`src/rtl/uart_tx_byte_fifo_if.sv`:
```
// Transmit FIFO port bundle: bus-side write strobe, transmitter-side
// read strobe, and the status and overflow signals.
interface uart_tx_byte_fifo_if #(
    parameter int DEPTH_LOG2 = 4,
    parameter int WIDTH      = 8
);
    logic                  fifo_write_n;
    logic [WIDTH-1:0]      fifo_din;
    logic                  fifo_read_n;
    logic [WIDTH-1:0]      fifo_dout;
    logic                  fifo_empty;
    logic                  fifo_full;
    logic [DEPTH_LOG2:0]   fifo_count;
    logic                  fifo_ovf;
    logic                  fifo_ovf_clr;

    modport master (
        output fifo_write_n,
        output fifo_din,
        output fifo_read_n,
        output fifo_ovf_clr,
        input  fifo_dout,
        input  fifo_empty,
        input  fifo_full,
        input  fifo_count,
        input  fifo_ovf
    );

    modport slave (
        input  fifo_write_n,
        input  fifo_din,
        input  fifo_read_n,
        input  fifo_ovf_clr,
        output fifo_dout,
        output fifo_empty,
        output fifo_full,
        output fifo_count,
        output fifo_ovf
    );
endinterface

```
`src/rtl/uart_tx_byte_fifo.sv`:
```
// Synchronous byte FIFO for the UART transmit path, 1-clk read latency.
// Sticky overflow flag enabled by defining TX_FIFO_OVF_FLAG_EN.
module uart_tx_byte_fifo #(
    parameter int DEPTH_LOG2 = 4,
    parameter int WIDTH      = 8
) (
    input  logic                clk,
    input  logic                reset_n,
    uart_tx_byte_fifo_if.slave  bus
);
    localparam int DEPTH = 1 << DEPTH_LOG2;

    logic [WIDTH-1:0]    r_mem [DEPTH];
    logic [DEPTH_LOG2:0] r_wr_ptr;
    logic [DEPTH_LOG2:0] r_rd_ptr;
    logic [WIDTH-1:0]    r_dout;

    logic                w_empty;
    logic                w_full;
    logic                w_wr_acc;
    logic                w_rd_acc;
    logic                w_ovf_evt;
    logic [DEPTH_LOG2-1:0] w_wr_idx;
    logic [DEPTH_LOG2-1:0] w_rd_idx;

    assign w_wr_idx = r_wr_ptr[DEPTH_LOG2-1:0];
    assign w_rd_idx = r_rd_ptr[DEPTH_LOG2-1:0];

    // Flags come straight from the registered pointers; the MSB is the wrap bit.
    assign w_empty = (r_wr_ptr == r_rd_ptr);
    assign w_full  = (w_wr_idx == w_rd_idx) &&
                     (r_wr_ptr[DEPTH_LOG2] != r_rd_ptr[DEPTH_LOG2]);

    assign w_wr_acc  = !bus.fifo_write_n && !w_full;
    assign w_rd_acc  = !bus.fifo_read_n  && !w_empty;
    assign w_ovf_evt = !bus.fifo_write_n &&  w_full;

    // Storage array; not reset, stale contents are unreachable after reset.
    always_ff @(posedge clk) begin
        if (w_wr_acc) begin
            r_mem[w_wr_idx] <= bus.fifo_din;
        end
    end

    // Write pointer advances on each accepted byte, wrapping modulo 2*DEPTH.
    always_ff @(posedge clk or negedge reset_n) begin
        if (!reset_n) begin
            r_wr_ptr <= '0;
        end else if (w_wr_acc) begin
            r_wr_ptr <= r_wr_ptr + 1'b1;
        end
    end

    // Read pointer and registered output data; dout holds between reads.
    always_ff @(posedge clk or negedge reset_n) begin
        if (!reset_n) begin
            r_rd_ptr <= '0;
            r_dout   <= '0;
        end else if (w_rd_acc) begin
            r_rd_ptr <= r_rd_ptr + 1'b1;
            r_dout   <= r_mem[w_rd_idx];
        end
    end

    assign bus.fifo_dout  = r_dout;
    assign bus.fifo_empty = w_empty;
    assign bus.fifo_full  = w_full;
    assign bus.fifo_count = r_wr_ptr - r_rd_ptr;

`ifdef TX_FIFO_OVF_FLAG_EN
    logic r_ovf;

    // Sticky overflow: a drop on the same edge as a clear keeps it set.
    always_ff @(posedge clk or negedge reset_n) begin
        if (!reset_n) begin
            r_ovf <= 1'b0;
        end else if (w_ovf_evt) begin
            r_ovf <= 1'b1;
        end else if (bus.fifo_ovf_clr) begin
            r_ovf <= 1'b0;
        end
    end

    assign bus.fifo_ovf = r_ovf;
`else
    logic w_unused_ovf;

    assign w_unused_ovf = w_ovf_evt ^ bus.fifo_ovf_clr;
    assign bus.fifo_ovf = 1'b0;
`endif
endmodule
```
`src/flat_wrapper.sv`:
```
// flat-port wrapper written by rule: the top's interface ports become plain ports
module uart_tx_byte_fifo_flat 
#(
    parameter int DEPTH_LOG2 = 4,
    parameter int WIDTH      = 8
)
  (clk, reset_n, bus_fifo_write_n, bus_fifo_din, bus_fifo_read_n, bus_fifo_ovf_clr, bus_fifo_dout, bus_fifo_empty, bus_fifo_full, bus_fifo_count, bus_fifo_ovf);
  uart_tx_byte_fifo_if #(.DEPTH_LOG2(DEPTH_LOG2), .WIDTH(WIDTH)) bus_i ();
  input  logic clk;
  input  logic reset_n;
  input wire logic [$bits(bus_i.fifo_write_n)-1:0] bus_fifo_write_n;
  input wire logic [$bits(bus_i.fifo_din)-1:0] bus_fifo_din;
  input wire logic [$bits(bus_i.fifo_read_n)-1:0] bus_fifo_read_n;
  input wire logic [$bits(bus_i.fifo_ovf_clr)-1:0] bus_fifo_ovf_clr;
  output wire logic [$bits(bus_i.fifo_dout)-1:0] bus_fifo_dout;
  output wire logic [$bits(bus_i.fifo_empty)-1:0] bus_fifo_empty;
  output wire logic [$bits(bus_i.fifo_full)-1:0] bus_fifo_full;
  output wire logic [$bits(bus_i.fifo_count)-1:0] bus_fifo_count;
  output wire logic [$bits(bus_i.fifo_ovf)-1:0] bus_fifo_ovf;
  assign bus_i.fifo_write_n = bus_fifo_write_n;
  assign bus_i.fifo_din = bus_fifo_din;
  assign bus_i.fifo_read_n = bus_fifo_read_n;
  assign bus_i.fifo_ovf_clr = bus_fifo_ovf_clr;
  assign bus_fifo_dout = bus_i.fifo_dout;
  assign bus_fifo_empty = bus_i.fifo_empty;
  assign bus_fifo_full = bus_i.fifo_full;
  assign bus_fifo_count = bus_i.fifo_count;
  assign bus_fifo_ovf = bus_i.fifo_ovf;
  uart_tx_byte_fifo #(.DEPTH_LOG2(DEPTH_LOG2), .WIDTH(WIDTH)) u_core (.clk(clk), .reset_n(reset_n), .bus(bus_i));
endmodule
```
`config.mk`:
```
export PLATFORM = sky130hd
export DESIGN_NAME = uart_tx_byte_fifo_flat
export DESIGN_NICKNAME = d
export VERILOG_FILES = /design/src/rtl/uart_tx_byte_fifo_if.sv /design/src/rtl/uart_tx_byte_fifo.sv /design/src/flat_wrapper.sv
export SDC_FILE = /design/constraint.sdc
export NUM_CORES = 1
export LEC_CHECK = 0
export BUFFER_PORTS_ARGS = -buffer_cell sky130_fd_sc_hd__buf_2
export CAP_MARGIN = 5
export CORE_MARGIN = 3
export CORE_UTILIZATION = 45
export CTS_CLUSTER_SIZE = 30
export DETAILED_ROUTE_END_ITERATION = 10
export SYNTH_ARGS = -nofsm -noshare
export SYNTH_HDL_FRONTEND = slang
export SYNTH_SLANG_ARGS = --single-unit
```
`constraint.sdc`:
```
create_clock -name clk -period 4.6 [get_ports clk]
set_clock_uncertainty 0.05 [all_clocks]
set_input_delay 0.92 -clock clk [delete_from_list [all_inputs] [get_ports clk]]
set_output_delay 0.92 -clock clk [all_outputs]
set_load 0.02 [all_outputs]
```
==> results of run 1 <==
[worst max-delay path, delay by kind of cell (launching register included)]
kind | cells | cell delay [ns]
flops | 1 | 0.77
fa+ha+maj | 1 | 0.50
buf+inv | 2 | 0.39
compound gates | 2 | 0.38
xor+xnor | 1 | 0.13
[worst paths after layout]
kind | startpoint | endpoint | slack, ns
worst max-delay path | u_core.r_rd_ptr[1] | bus_fifo_count[4] | 1.05
max in group asynchronous | reset_n | u_core.r_rd_ptr[0] | 3.75
worst min-delay path | reset_n | u_core.r_rd_ptr[0] | 0.40
worst min register to register | u_core.bus.fifo_dout[4] | u_core.bus.fifo_dout[4] | 0.49
min in group clk | u_core.bus.fifo_dout[4] | u_core.bus.fifo_dout[4] | 0.49
worst max register to register | u_core.r_rd_ptr[1] | u_core.r_mem[7][1] | 1.61
[flip-flops by register name, indices dropped and copies added, names as in the netlist]
signal,cells
u_core.r_mem,128
u_core.r_rd_ptr,5
u_core.bus.fifo_dout,8
u_core.r_wr_ptr,5
[cells by family after synthesis]
logic type	Yosys count	share of synthesized area (%)
other cells	1	0.0628
compound gates	48	5.11
flops	146	71.9
mux	56	11.2
buf+inv	24	2.68
xor+xnor	13	1.91
simple gates	52	4.88
fa+ha+maj	10	2.22
[power by group through the flow]
stage | sequential (mW) | clock, mW | combinational [mW]
after global placement | 1.82 | 0 | 1.46
after floorplan | 1.79 | 0 | 1.12
after global routing | 1.83 | 1.37 | 1.59
after CTS | 1.81 | 1.31 | 1.49
after detailed placement | 1.83 | 0 | 1.48
final | 1.81 | 1.29 | 1.46
[per-stage QoR]
step,cell area [sq um],utilization [%],worst slack [ns],std cells,total power [mW]
finish,6770,53.0,1.05,565,4.56
global route,6770,53.0,0.874,565,4.80
CTS,6770,53.0,1.00,565,4.61
detailed placement,6210,48.6,1.46,534,3.32
global placement,6210,48.6,1.51,534,3.29
floorplan,5970,-,1.87,350,2.91
[synth_stat cells, types with 2 or more instances]
cell,n,area (sq um)
a21o_1,2,15.0
a21oi_1,4,20.0
a221oi_1,8,70.1
a31oi_1,8,50.1
and2_1,12,75.1
and3b_1,2,17.5
and4_1,6,52.6
buf_12,2,40.0
buf_2,6,30.0
buf_4,5,37.5
clkbuf_1,2,7.51
dfrtp_1,18,450
edfxtp_1,128,3840
ha_1,9,113
inv_1,7,26.3
mux2i_1,48,480
mux4_1,3,78.8
mux4_2,5,113
nand2_1,4,15.0
nand3b_1,2,15.0
nand4_1,3,18.8
nor2_1,19,71.3
o21ai_0,3,15.0
o21ai_1,7,35.0
o22ai_1,16,100
xnor2_1,9,78.8
xor2_1,4,35.0
[layout make-up]
class / instances / area (sq um)
tap: 172 / 215
fill: 1028 / 6000
multi-input combinational: 180 / 1520
clock buffer: 25 / 475
timing repair buffer: 29 / 153
sequential: 146 / 4300
clock inverter: 6 / 82.6
inverter: 7 / 26.3
[metal layers]
layer  vias up  GRT usage, %
met5         -             0
met4         0          5.25
met3        10          6.25
met2        87          26.3
met1      1570          24.8
li1       1438             -
==> reports/qor.csv, run 1 <==
stage;metric;value;unit
setup_path;worstPathCellList;inv_1 > fa_1 > a21o_1 > a21oi_1 > xnor2_1 > buf_2;
power;p_leak;2.45;nW
cts;cts_tree;done;
routing;via_per_inst;5.50;
min_path;hold_class;input pin to asynchronous set/reset pin;
run;drv_cap;0;
routing;met3_length;771;microns
power;p_seq_share;39.7;%
synthesis;syn_inst;350;
cts;clock_path_buffers;2;
global_route;antenna_found_initial;0;
global_route;grt_pass1_wl;18600;microns
power;ir_drop;0.000364;V
floorplan;dieArea;0.0147;sq mm
power;p_comb_share;32.0;%
power;power.density;674;mW/mm^2
setup_path;start_kind;register;
sta;fin_crit;3.55;ns
synthesis;synth_nets;373;
run_status;status;complete, no violations;
routing;routed_wl;12100;microns
sta;finalSetupViolations;0;
floorplan;num_rows;41;
routing;drt_iter0_drc;277;
placement;dp_hpwl;7510;microns
cts;clk_latency;0.41;ns
power;power_switching;1.52;mW
sta;tns;0;ns
synthesis;synth_area_per_cell;17.1;sq um
sta;period_share;77.1;%
routing;wl_per_cell;21.4;microns
setup_path;reg2reg_depth;7;
sta;clock.fmax;282;MHz
sta;worstMarginPinSlew;1.07;ns
routing;route.detailed.drc;0;
routing;met1_length;5540;microns
routing;wl_met2;5680;microns
floorplan;ios;29;
routing;antenna_left;0;
cts;cts-resized-gates;0;
cts;post-cts-setup-buffers;0;
cts;hold_buffers;0;
sta;hold_viol_final;0;
sta;relSlewSlack;28.7;%
power;clkPwrFrac;28.3;%
cells_and_area;final_common_cell;edfxtp_1;
routing;highest_layer;met4;
sta;grt_setup_unrepaired;false;
cells_and_area;final_cell_mix;128 x edfxtp_1, 48 x mux2i_1, 26 x buf_2;
setup_path;cp-end-kind;output pin;
cts;cts_sinks;146;
power;internal_power;3.04;mW
cts;cts_root_buf;clkbuf_16;
cells_and_area;syn_to_final_growth;13.3;%
cts;htree_num_levels;4;
cts;clkTransAtPathRegs;0.05;ns
placement;gp_congestion;0.758;
global_route;gr-total-overflow;0;
global_route;grt_pass1_vias;3164;
synthesis;synthesis.area;0.00597;sq mm
synthesis;synth_cell_type_count;35;
setup_path;max_stage_delay;0.77;ns
cells_and_area;drive_above_1_share;15.3;%
sta;maxSlewViolCount;0;
routing;drtPass1Iterations;5;
floorplan;start_util;46.8;%
placement;io_buffers;26;
cells_and_area;n_antenna_cell;0;
synthesis;synth_ff_type;edfxtp_1;
sta;whs;0.401;ns
synthesis;synth-seq-cells;146;
floorplan;die_x;121;microns
cells_and_area;layout.nets;404;
synthesis;async_reset_ff_share;12.3;%
routing;vias;3105;
setup_path;crit_required;3.63;ns
floorplan;core_area;0.0128;sq mm
setup_path;path_class;register to output pin;
setup_path;critPathMaxFanout;17;
setup_path;cp_slowest_cell;dfrtp_1;
global_route;track_usage;17.7;%
synthesis;yosysWarnings;0;
synthesis;yosysSeqAreaShare;71.9;%
cts;numCtsBuffers;17;
synthesis;synth_edf_count;128;
power;switching_share;33.3;%
global_route;grt_start_max_net_pins;60;
setup_path;critical_path_arrival;2.58;ns
floorplan;die_y;121;microns
Note: power is estimated with default switching activity, not from simulation.
==> inputs of run 2 (changes only) <==
==> constraint.sdc (replaced) <==
create_clock -name clk -period 3.6 [get_ports clk]
set_clock_uncertainty 0.05 [all_clocks]
set_input_delay 0.72 -clock clk [delete_from_list [all_inputs] [get_ports clk]]
set_output_delay 0.72 -clock clk [all_outputs]
set_load 0.02 [all_outputs]
==> reports/qor.csv, run 2 (synthesis gave the netlist of run 1 again) <==
stage;metric;value;unit
sta;finalSetupViolations;0;
run;drv_cap;0;
sta;relSlewSlack;29.9;%
routing;via_per_inst;5.45;
setup_path;cp_slowest_cell;dfrtp_1;
routing;wl_met2;5770;microns
cells_and_area;multiInputGateArea;0.00152;sq mm
floorplan;num_rows;41;
setup_path;crit_required;2.83;ns
setup_path;critPathMaxFanout;10;
cts;clkTransAtPathRegs;0.06;ns
sta;clock.fmax;320;MHz
global_route;grt_start_max_net_pins;60;
cts;cts_root_buf;clkbuf_16;
power;p_leak;2.50;nW
floorplan;core_area;0.0128;sq mm
sta;maxSlewViolCount;0;
setup_path;max_stage_delay;0.55;ns
cts;numCtsBuffers;17;
global_route;grt_pass1_wl;18800;microns
routing;met1_length;5640;microns
cts;cts_tree;done;
routing;route.detailed.drc;0;
global_route;track_usage;18.0;%
routing;routed_wl;12100;microns
cts;cts_sinks;146;
cts;clk_latency;0.42;ns
floorplan;die_y;121;microns
power;power;6.12;mW
routing;antenna_left;0;
placement;io_buffers;26;
routing;wl_per_cell;21.4;microns
floorplan;die_x;121;microns
global_route;gr-total-overflow;0;
global_route;antenna_found_initial;0;
cells_and_area;n_antenna_cell;0;
floorplan;start_util;46.8;%
cts;post-cts-setup-buffers;0;
cells_and_area;seq_area;0.00430;sq mm
global_route;grt_pass1_vias;3179;
cells_and_area;final_cell_mix;128 x edfxtp_1, 48 x mux2i_1, 26 x buf_2;
cts;htree_num_levels;4;
setup_path;cp_top_family;flip-flops;
routing;vias;3092;
cells_and_area;fill_cells;1020;
routing;drt_iter0_drc;260;
cells_and_area;largest_register;u_core.r_mem;
run_status;status;complete, no violations;
sta;fin_crit;3.13;ns
setup_path;critical_path_arrival;2.36;ns
sta;worstMarginPinSlew;1.05;ns
setup_path;start_kind;register;
sta;grt_setup_unrepaired;false;
routing;drtPass1Iterations;5;
setup_path;path_buf_inv;2;
sta;period_share;86.8;%
cts;cts-resized-gates;0;
sta;tns;0;ns
cells_and_area;largest_register_ffs;128;
setup_path;worstPathCellList;inv_1 > ha_1 > a21o_1 > a21oi_1 > xnor2_1 > buf_2;
cells_and_area;drive_above_1_share;16.5;%
routing;met3_length;534;microns
cells_and_area;final_common_cell;edfxtp_1;
cells_and_area;layout.nets;405;
routing;highest_layer;met4;
placement;gp_congestion;0.753;
setup_path;cp-end-kind;output pin;
cts;clock_path_buffers;2;
cts;hold_buffers;0;
floorplan;dieArea;0.0147;sq mm
sta;hold_viol_final;0;
min_path;hold_class;input pin to asynchronous set/reset pin;
power;ir_drop;0.000526;V
floorplan;ios;29;
power;power.density;890;mW/mm^2
cells_and_area;syn_to_final_growth;15.1;%
placement;dp_hpwl;7640;microns
setup_path;path_class;register to output pin;
==> run 2: layer usage <==
metal  up-vias  global-route usage [%]
met5         -                       0
met4         0                    7.14
met3        17                    4.24
met2        64                    27.7
met1      1574                    24.9
li1       1437                       -
==> run 2: final timing paths <==
path / startpoint / slack, ns / endpoint / cells past startpoint
max: u_core.r_rd_ptr[2] / 0.47 / bus_fifo_count[4] / 6
max reg2reg: u_core.r_rd_ptr[2] / 0.76 / u_core.r_mem[8][4] / 7
min: reset_n / 0.19 / u_core.r_rd_ptr[4] / 1
min reg2reg: u_core.r_rd_ptr[4] / 0.49 / u_core.r_rd_ptr[4] / 1
max in group asynchronous: reset_n / 2.98 / u_core.r_rd_ptr[0] / 1
min in group clk: u_core.r_rd_ptr[4] / 0.49 / u_core.r_rd_ptr[4] / 1
==> run 2: stage by stage <==
stage	area (sq um)	utilization (%)	setup slack [ns]	std cells	hold slack [ns]
floorplan	5970	-	1.07	350	0.374
global placement	6220	48.7	0.809	535	0.467
detailed placement	6220	48.7	0.790	535	0.476
CTS	6870	53.8	0.473	567	0.191
global route	6870	53.8	0.355	567	0.205
finish	6870	53.8	0.474	567	0.186
==> run 2: final cells by class <==
cell class	instances	share of cell area, %
repair buffers	30	2.33
inverters	7	0.382
well taps	172	3.13
multi-input cells	180	22.1
clock inverters	10	2.62
flip-flops and latches	146	62.5
clock buffers	22	6.90
==> run 2: report_power, final <==
group	total (mW)	switching, mW	internal, mW
sequential	2.28	0.175	2.11
clock	1.92	0.644	1.28
combinational	1.92	1.18	0.740
==> inputs of run 3 (changes only) <==
==> constraint.sdc (replaced) <==
create_clock -name clk -period 3.6 [get_ports clk]
set_clock_uncertainty 0.05 [all_clocks]
set_input_delay 0.72 -clock clk [delete_from_list [all_inputs] [get_ports clk]]
set_output_delay 0.72 -clock clk [all_outputs]
set_load 0.05 [all_outputs]
==> reports/qor.csv, run 3 (synthesis gave the netlist of run 1 again) <==
stage;metric;value;unit
run_status;status;complete, no violations;
setup_path;r2r_start;u_core.r_rd_ptr[2];
floorplan;num_rows;41;
power;power;6.59;mW
setup_path;reg2reg_depth;7;
global_route;grt_pass1_wl;18800;microns
run;drv_cap;0;
routing;vias;3096;
placement;dp_cells;536;
sta;fin_crit;3.23;ns
routing;wl_per_cell;21.6;microns
floorplan;die_y;121;microns
sta;period_share;89.7;%
cts;hold_buffers;0;
sta;fin_ws;0.372;ns
global_route;antenna_found_initial;0;
placement;place_ws;0.750;ns
floorplan;dieArea;0.0147;sq mm
floorplan;core_area;0.0128;sq mm
sta;hold_viol_final;0;
routing;drt_iter0_drc;275;
routing;highest_layer;met4;
global_route;gr-total-overflow;0;
routing;drtPass1Iterations;5;
setup_path;endpoint;bus_fifo_count[4];
setup_path;critical_path_arrival;2.46;ns
cells_and_area;layout.nets;406;
routing;met1_length;5680;microns
cells_and_area;final_cell_mix;128 x edfxtp_1, 48 x mux2i_1, 26 x buf_2;
power;ir_drop;0.000724;V
cts;htree_num_levels;4;
sta;finalSetupViolations;0;
sta;relSlewSlack;30.7;%
floorplan;ios;29;
global_route;grt_start_max_net_pins;60;
setup_path;crit_required;2.83;ns
setup_path;path_class;register to output pin;
cts;cts_tree;done;
cells_and_area;n_antenna_cell;0;
setup_path;setup.worst_path.start;u_core.r_rd_ptr[2];
setup_path;rrSetupSlack;0.74;ns
setup_path;cp-end-kind;output pin;
sta;maxSlewViolCount;0;
global_route;grt_pass1_vias;3150;
routing;route.detailed.drc;0;
sta;worstMarginPinSlew;1.04;ns
sta;tns;0;ns
cells_and_area;layoutNonFillerInstCount;568;
cells_and_area;final_common_cell;edfxtp_1;
cts;cts_root_buf;clkbuf_16;
routing;met3_length;696;microns
global_route;track_usage;18.0;%
cells_and_area;final_core_util;54.1;%
power;power.density;954;mW/mm^2
cells_and_area;stdcell_area;0.00691;sq mm
sta;clock.fmax;310;MHz
min_path;hold_class;input pin to asynchronous set/reset pin;
setup_path;max_stage_delay;0.56;ns
cts;clkTransAtPathRegs;0.06;ns
placement;gp_congestion;0.746;
setup_path;cp_slowest_cell;dfrtp_1;
sta;grt_setup_unrepaired;false;
placement;dp_hpwl;7570;microns
cells_and_area;largest_register_ffs;128;
routing;via_per_inst;5.45;
placement;dpl_cell_area;0.00623;sq mm
cts;numCtsBuffers;17;
setup_path;start_kind;register;
cts;cts-resized-gates;0;
placement;io_buffers;26;
setup_path;critPathMaxFanout;10;
cells_and_area;syn_to_final_growth;15.8;%
routing;wl_met2;5760;microns
power;p_leak;2.51;nW
cells_and_area;drive_above_1_share;16.9;%
setup_path;worstPathCellList;inv_1 > ha_1 > a21o_1 > a21oi_1 > xnor2_1 > buf_2;
cts;clock_path_buffers;2;
sta;whs;0.192;ns
setup_path;reg2reg_to;u_core.r_mem[9][4];
routing;routed_wl;12300;microns
cells_and_area;largest_register;u_core.r_mem;
cts;clk_latency;0.42;ns
floorplan;start_util;46.8;%
routing;antenna_left;0;
cts;post-cts-setup-buffers;0;
floorplan;die_x;121;microns
cts;cts_sinks;146;
==> run 3: cell count changes in the layout (fill, tap and decap cells not counted), sizes merged <==
| cell | previous run | this run |
|---|---|---|
| clkinv | 4 | 3 |
| buf | 30 | 31 |
| clkinvlp | 1 | 3 |
| clkbuf | 22 | 18 |
| inv | 7 | 8 |
| bufinv | 5 | 7 |
==> run 3: report_power, final <==
group          leakage (nW)  total, mW  internal (mW)  switching [mW]
Sequential             1.36       2.25           2.11           0.149
Combinational         0.823       2.30          0.747            1.55
Clock                 0.324       2.04           1.37           0.675
==> run 3: worst min path at each step <==
stage	start	end	slack, ns	cells after the start
floorplan	reset_n	u_core.bus.fifo_dout[0]	0.37	0
global placement	u_core.r_rd_ptr[4]	u_core.r_rd_ptr[4]	0.47	1
detailed placement	u_core.r_rd_ptr[4]	u_core.r_rd_ptr[4]	0.47	1
CTS	reset_n	u_core.r_rd_ptr[0]	0.19	1
global route	reset_n	u_core.r_rd_ptr[0]	0.21	1
finish	reset_n	u_core.r_rd_ptr[0]	0.19	1
==> run 3: critical path: cells and delay by family, from the launching register on <==
| family | cells | cell delay (ns) |
|---|---|---|
| adder cells (fa/ha/maj) | 1 | 0.43 |
| flip-flops | 1 | 0.56 |
| XOR/XNOR | 1 | 0.13 |
| buffers and inverters | 2 | 0.56 |
| AO/OA/AOI/OAI | 2 | 0.36 |
==> run 3: metal layers <==
metal	up-vias	global-route usage (%)
li1	1441	-
met1	1564	25.7
met2	79	26.7
met3	12	5.13
met4	0	6.23
met5	-	0
==> run 3: final cells by class <==
type / count / area (sq um)
Timing Repair Buffer: 31 / 168
Sequential cell: 146 / 4300
Clock buffer: 18 / 429
Fill cell: 1007 / 5860
Tap cell: 172 / 215
Clock inverter: 14 / 259
Multi-Input combinational cell: 180 / 1520
Inverter: 7 / 26.3
